**src/rtl/fetch.sv**
```systemverilog
// fetch: RV32I program counter and in-order instruction-memory reader feeding decode.
// Latency: I_VALID the cycle after MEM_RVALID; backpressure: STALL holds the head, credits throttle MEM_REQ.
module fetch #(
  parameter logic [31:0] START_ADDR = 32'h0000_0000
) (
  input  logic        CLK,
  input  logic        RST,
  input  logic        STALL,
  input  logic        BR_TAKEN,
  input  logic [31:0] BR_ADDR,
  output logic        MEM_REQ,
  output logic [31:0] MEM_ADDR,
  input  logic        MEM_READY,
  input  logic        MEM_RVALID,
  input  logic [31:0] MEM_RDATA,
  output logic [31:0] I_PC,
  output logic        I_VALID,
  output logic [31:0] I_INST
);

  typedef struct packed {
    logic [31:0] pc;
    logic [31:0] inst;
  } ibuf_t;

  logic [31:0] pc;
  logic [31:0] br_tgt;

  ibuf_t       ibuf [2];
  logic        ib_wr;
  logic        ib_rd;
  logic [1:0]  fifo_cnt;
  ibuf_t       head;

  logic [31:0] rq_pc [2];
  logic        rq_wr;
  logic        rq_rd;
  logic [1:0]  out_cnt;
  logic [1:0]  disc_cnt;

  logic        mem_acc;
  logic        ib_push;
  logic        ib_pop;

  assign br_tgt   = BR_ADDR & 32'hFFFF_FFFC;

  // Buffered plus in-flight words never exceed the two buffer slots.
  assign MEM_REQ  = RST && !BR_TAKEN && (({1'b0, fifo_cnt} + {1'b0, out_cnt}) < 3'd2);
  assign MEM_ADDR = pc;
  assign mem_acc  = MEM_REQ && MEM_READY;

  assign ib_push  = MEM_RVALID && (disc_cnt == 2'd0) && !BR_TAKEN;
  assign ib_pop   = I_VALID && !STALL;

  assign head     = ibuf[ib_rd];
  assign I_VALID  = (fifo_cnt != 2'd0);
  assign I_PC     = I_VALID ? head.pc   : 32'd0;
  assign I_INST   = I_VALID ? head.inst : 32'd0;

  always_ff @(posedge CLK) begin
    if (!RST) begin
      pc       <= START_ADDR;
      ib_wr    <= 1'b0;
      ib_rd    <= 1'b0;
      fifo_cnt <= 2'd0;
      rq_wr    <= 1'b0;
      rq_rd    <= 1'b0;
      out_cnt  <= 2'd0;
      disc_cnt <= 2'd0;
    end else begin
      // The request queue tracks every in-flight read, including ones to be discarded.
      if (mem_acc)    rq_wr <= ~rq_wr;
      if (MEM_RVALID) rq_rd <= ~rq_rd;
      out_cnt <= out_cnt + {1'b0, mem_acc} - {1'b0, MEM_RVALID};

      if (BR_TAKEN) begin
        pc       <= br_tgt;
        disc_cnt <= out_cnt - {1'b0, MEM_RVALID};
        ib_wr    <= 1'b0;
        ib_rd    <= 1'b0;
        fifo_cnt <= 2'd0;
      end else begin
        if (mem_acc) pc <= pc + 32'd4;
        if (MEM_RVALID && (disc_cnt != 2'd0)) disc_cnt <= disc_cnt - 2'd1;
        if (ib_push) ib_wr <= ~ib_wr;
        if (ib_pop)  ib_rd <= ~ib_rd;
        if (ib_push && !ib_pop)      fifo_cnt <= fifo_cnt + 2'd1;
        else if (ib_pop && !ib_push) fifo_cnt <= fifo_cnt - 2'd1;
      end
    end
  end

  always_ff @(posedge CLK) begin
    if (mem_acc) rq_pc[rq_wr] <= pc;
    if (ib_push) ibuf[ib_wr]  <= {rq_pc[rq_rd], MEM_RDATA};
  end

  a_rsp_has_req: assert property (@(posedge CLK) disable iff (!RST) MEM_RVALID |-> (out_cnt != 2'd0));

endmodule

```
**config.mk**
```make
export PLATFORM = sky130hd
export DESIGN_NAME = fetch
export DESIGN_NICKNAME = d
export VERILOG_FILES = /design/src/rtl/fetch.sv
export SDC_FILE = /design/constraint.sdc
export NUM_CORES = 1
export LEC_CHECK = 0
export CAP_MARGIN = 20
export CELL_PAD_IN_SITES_DETAIL_PLACEMENT = 0
export CELL_PAD_IN_SITES_GLOBAL_PLACEMENT = 2
export CORE_ASPECT_RATIO = 1.2
export CORE_MARGIN = 1
export CORE_UTILIZATION = 39
export CTS_CLUSTER_SIZE = 40
export DETAILED_ROUTE_END_ITERATION = 16
export GPL_TIMING_DRIVEN = 0
export PLACE_DENSITY_LB_ADDON = 0.1
export SETUP_SLACK_MARGIN = 0.05
export SYNTH_ARGS = -nofsm -noshare
export SYNTH_HDL_FRONTEND = slang
export SYNTH_SLANG_ARGS = --single-unit
```
**constraint.sdc**
```tcl
create_clock -name CLK -period 13.52 [get_ports CLK]
set_input_delay 4.056 -clock CLK [delete_from_list [all_inputs] [get_ports CLK]]
set_output_delay 4.056 -clock CLK [all_outputs]
set_load 0.03 [all_outputs]
```
=== After elaboration in Yosys (flattened, before gate mapping) ===
Memory sizes are Yosys's and may differ from the RTL's. A register that Yosys moved wholly into a read port is not among the register bits.
Index checks and enable logic that the tools add are counted.

* Register bits after elaboration: 42
* Latch bits: 0
* RAM bits: 192
* ROM bits: 0
* Input bits: 70
* Output and inout bits: 98
* Word-level logic and storage cells: 61
* Memories kept: 2

{| class="wikitable"
|+ Memories
! memory !! words !! width !! rd ports !! clocked after memory_dff !! wr ports !! RTL line !! source
|-
| ibuf || 2 || 64 || 1 || 1 || 1 || 29 || <nowiki>ibuf_t ibuf [2];</nowiki>
|-
| rq_pc || 2 || 32 || 1 || 1 || 1 || 35 || <nowiki>logic [31:0] rq_pc [2];</nowiki>
|}

* $add $sub $neg: 8
* Multiply operators: 0
* Divide/modulo/power cells: 0
* Magnitude comparators: 1
* Eq/ne operators: 0
* Shift-type cells: 0
* Multiplexer cells: 16
* Bitwise operators: 5
* Reductions and logical operators: 20

{| class="wikitable"
|+ Operators with widths
! cell !! count
|-
| 32-bit 2-to-1 mux || 4
|-
| 32-bit by 3-bit adder with 32-bit output (second input constant) || 1
|-
| 2-bit nonzero test || 5
|-
| 1-bit logical AND || 9
|-
| 1-bit 2-to-1 mux || 8
|-
| 2-bit 2-to-1 mux || 4
|-
| 1-bit NOT || 5
|-
| 1-bit logical NOT || 4
|-
| 2-bit by 1-bit subtractor with 2-bit output || 2
|-
| 2-bit by 1-bit subtractor with 2-bit output (second input constant) || 2
|-
| 2-bit by 2-bit adder with 3-bit output || 1
|-
| 3-bit by 2-bit < comparator with 1-bit output (second input constant) || 1
|-
| 2-bit by 1-bit adder with 2-bit output || 1
|-
| 2-bit by 1-bit adder with 2-bit output (second input constant) || 1
|-
| 2-bit logical NOT || 1
|-
| 2-bit OR reduction || 1
|}

=== Logic depth before layout (Yosys ltp) ===
* Depth in word-level cells: 7
* Gate-level depth with buffers: 13
* Gate-level depth less buffers: 11

=== Worst setup path before layout ===
Ideal clock, no wire load.

* Kind: input port to output port
* From: input BR_TAKEN
* To: output MEM_REQ
* Data arrival time: 4560 ps
* Data required time: 9464 ps
* Path slack: 4904 ps
* Cell stages on the path: 1
* Buffers on the path: 0
* Cell sequence: nor4b_4

* Longest elaborated chain between the ends: 3

{| class="wikitable"
|+ RTL lines
! item !! RTL line !! source
|-
| start, declared || 9 || <nowiki>input logic BR_TAKEN,</nowiki>
|-
| 1-bit logical NOT || 48 || <nowiki>assign MEM_REQ = RST && !BR_TAKEN && (({1'b0, fifo_cnt} + {1'b0, out_cnt}) < 3'd2);</nowiki>
|-
| 1-bit logical AND (2 in series) || 48 ||
|-
| end, declared || 11 || <nowiki>output logic MEM_REQ,</nowiki>
|}

Every way passes these cells.

=== Worst setup path after layout ===
Same ends and word-level chain as after synthesis.

==> reports/qor.yml <==
outcome:
  status: "finished clean"
die:
  dieArea_sq_um: 24100
  die-height_microns: 170
  coreArea_sq_um: 23100
  num_rows: 61
  initial_core_util: 0.396
  ios: 168
  die_w_microns: 142
pwr:
  peakVddDrop_mv: 0.0779
  power_density_nw_per_um2: 135
  leakage_nw: 3.89
  p_total_mw: 1.62
final_layout:
  syn2layout_area_growth_pct: 31.3
  diodes: 0
  design_area_sq_um: 12000
  fill_cells: 1996
  layout_commonest_cell: "edfxtp_1"
  fin_nets: 923
  drive_gt1_frac: 0.0940
  mostFrequentLayoutCells: "184 x edfxtp_1, 161 x clkdlybuf4s50_1, 88 x nor2_1, 63 x mux2i_1, 42 x dfxtp_1"
  fin_cells: 1177
  final_util: 0.520
logic_synthesis:
  async_flop_share: 0
  synthFlopType: "edfxtp_1"
  synth_edf_count: 184
  avgSynthCellArea_sq_um: 14.0
  synthCells: 653
  yosys.cell_types.count: 45
  ys_seq_area_frac: 0.695
  yosys_warnings: 0
  ys_seq_elements: 226
  syn_area_sq_um: 9150
clocking:
  clock-sinks: 226
  clockBufferDepth: 3
  cts_resized: 0
  cts_tree: "yes"
  clock_latency_ps: 500
  h-tree-depth: 1
  ctsRootBufferMaster: "clkbuf_16"
  postCtsSetupBuffers: 0
  ctsHoldBuffers: 0
  cts_made_buffers: 23
  clkTransAtPathRegs_ps: 60
worst_setup_path:
  r2r_cells: 8
  path_max_fanout: 7
  start_kind: "primary input"
  cp_data_arrival_time_ps: 5910
  end_kind: "output port"
  reg2reg_slack_ps: 10020
  criticalPathCategory: "in -> out"
  reg2reg_to: "rq_pc[0][26]"
  critPathRequiredTime_ps: 9460
  reg2reg_from: "fifo_cnt[0]"
detailed_routing:
  vias_per_cell: 5.00
  drc: 0
  vias: 5890
  drt_wl_total_microns: 21000
  first_pass_iters: 6
  routedWlPerCell_microns: 17.8
  antenna_left: 0
  drt_iter0_markers: 342
timing:
  fin_crit_sh: 0.737
  setup_tns_ps: 0
  rsz0062_at_grt: "false"
  fin_crit_ps: 9970
  hold_ws_ps: 479
  worst_slack_ps: 3550
  final_max_slew_viol_count: 0
  skew_ps: 10.1
  hold_violations: 0
  fmax_mhz: 100
  worst_pin_slew_ps: 878
  relSlewSlack: 0.414
  setup_violations: 0
place:
  placedCellCount: 1136
  preCtsSetupSlack_ps: 3590
  place_hpwl_microns: 14500
  numPortBuffers: 161
  placed_area_sq_um: 11300
  place_congestion: 0.840
job:
  drv_cap: 0
grt:
  overflow: 0
  grt_pass1_vias: 5867
  grt_pass1_wl_microns: 32100
  track_usage: 0.174
  grt_max_degree: 63
  antenna_found_initial: 0
min_path:
  worstHoldStart: "ib_rd"
  hp-class: "reg -> reg"
  hold_path_depth: 2
  hold_end: "ib_rd"
## area by class of cell
cell class | instances | area, sq um | share of cell area
clock buffer | 26 | 587 | 0.0488
multi-input combinational | 382 | 2620 | 0.218
inverter | 11 | 41.3 | 0.00343
buffer | 37 | 158 | 0.0131
tap | 315 | 394 | 0.0328
sequential | 226 | 6370 | 0.530
clock inverter | 15 | 153 | 0.0127
timing repair buffer | 165 | 1710 | 0.142
## layer usage
layer,vias up,part of all wire,routed length [microns],global-route usage
li1,2831,-,-,-
met3,26,0.061,1280,0.0298
met4,0,0.015,313,0.0430
met2,193,0.49,10300,0.305
met1,2840,0.43,9070,0.223
met5,-,0,0,0
## registers in the layout, summed over array words and instances (netlist names), named ones only
signal and count:
ibuf 124, rq_pc 60, MEM_ADDR 30, disc_cnt 2, fifo_cnt 2, out_cnt 2
ib_rd 1, ib_wr 1, rq_rd 1, rq_wr 1
## power by group
part / switching, mW / total (mW) / internal, mW
combinational: 0.110 / 0.194 / 0.0845
sequential: 0.0214 / 0.806 / 0.785
clock: 0.252 / 0.622 / 0.369
## cells in the mapped netlist, types with 9 or more instances
cell type / count / area (sq um)
mux2i_1: 63 / 631
nand4_1: 15 / 93.8
mux2_2: 32 / 360
nand2_1: 15 / 56.3
nor2_1: 90 / 338
a31oi_1: 9 / 56.3
nand3_1: 19 / 95.1
xor2_1: 13 / 114
edfxtp_1: 184 / 5530
a21oi_1: 29 / 145
o21ai_0: 16 / 80.1
dfxtp_1: 42 / 841
and2_1: 12 / 75.1
clkbuf_1: 29 / 109
inv_1: 9 / 33.8
## logic make-up after synthesis
logic type,count (synthesis),share of synthesized area
flip-flops,226,0.695
AND/OR/NAND/NOR,180,0.0954
multiplexers,95,0.108
AO/OA/AOI/OAI,78,0.0511
buffers and inverters,48,0.0217
XOR/XNOR,18,0.0172
adder cells (fa/ha/maj),7,0.0104
other,1,0.000410
## critical path, stage by stage
cell and delay [ps]:
clkdlybuf4s50_1 570, nor4b_4 510, clkdlybuf4s50_1 780
## how the worst max path moves through the flow
stage / end / start / cells after the start / slack [ps]
after floorplan: MEM_REQ / BR_TAKEN / 1 / 4900
after global placement: ibuf[0][58] / BR_TAKEN / 5 / 3010
after detailed placement: MEM_REQ / BR_TAKEN / 3 / 3590
after CTS: MEM_REQ / BR_TAKEN / 3 / 3580
after global routing: MEM_REQ / BR_TAKEN / 3 / 3520
final: MEM_REQ / BR_TAKEN / 3 / 3550
Note: power is estimated with default switching activity, not from simulation.
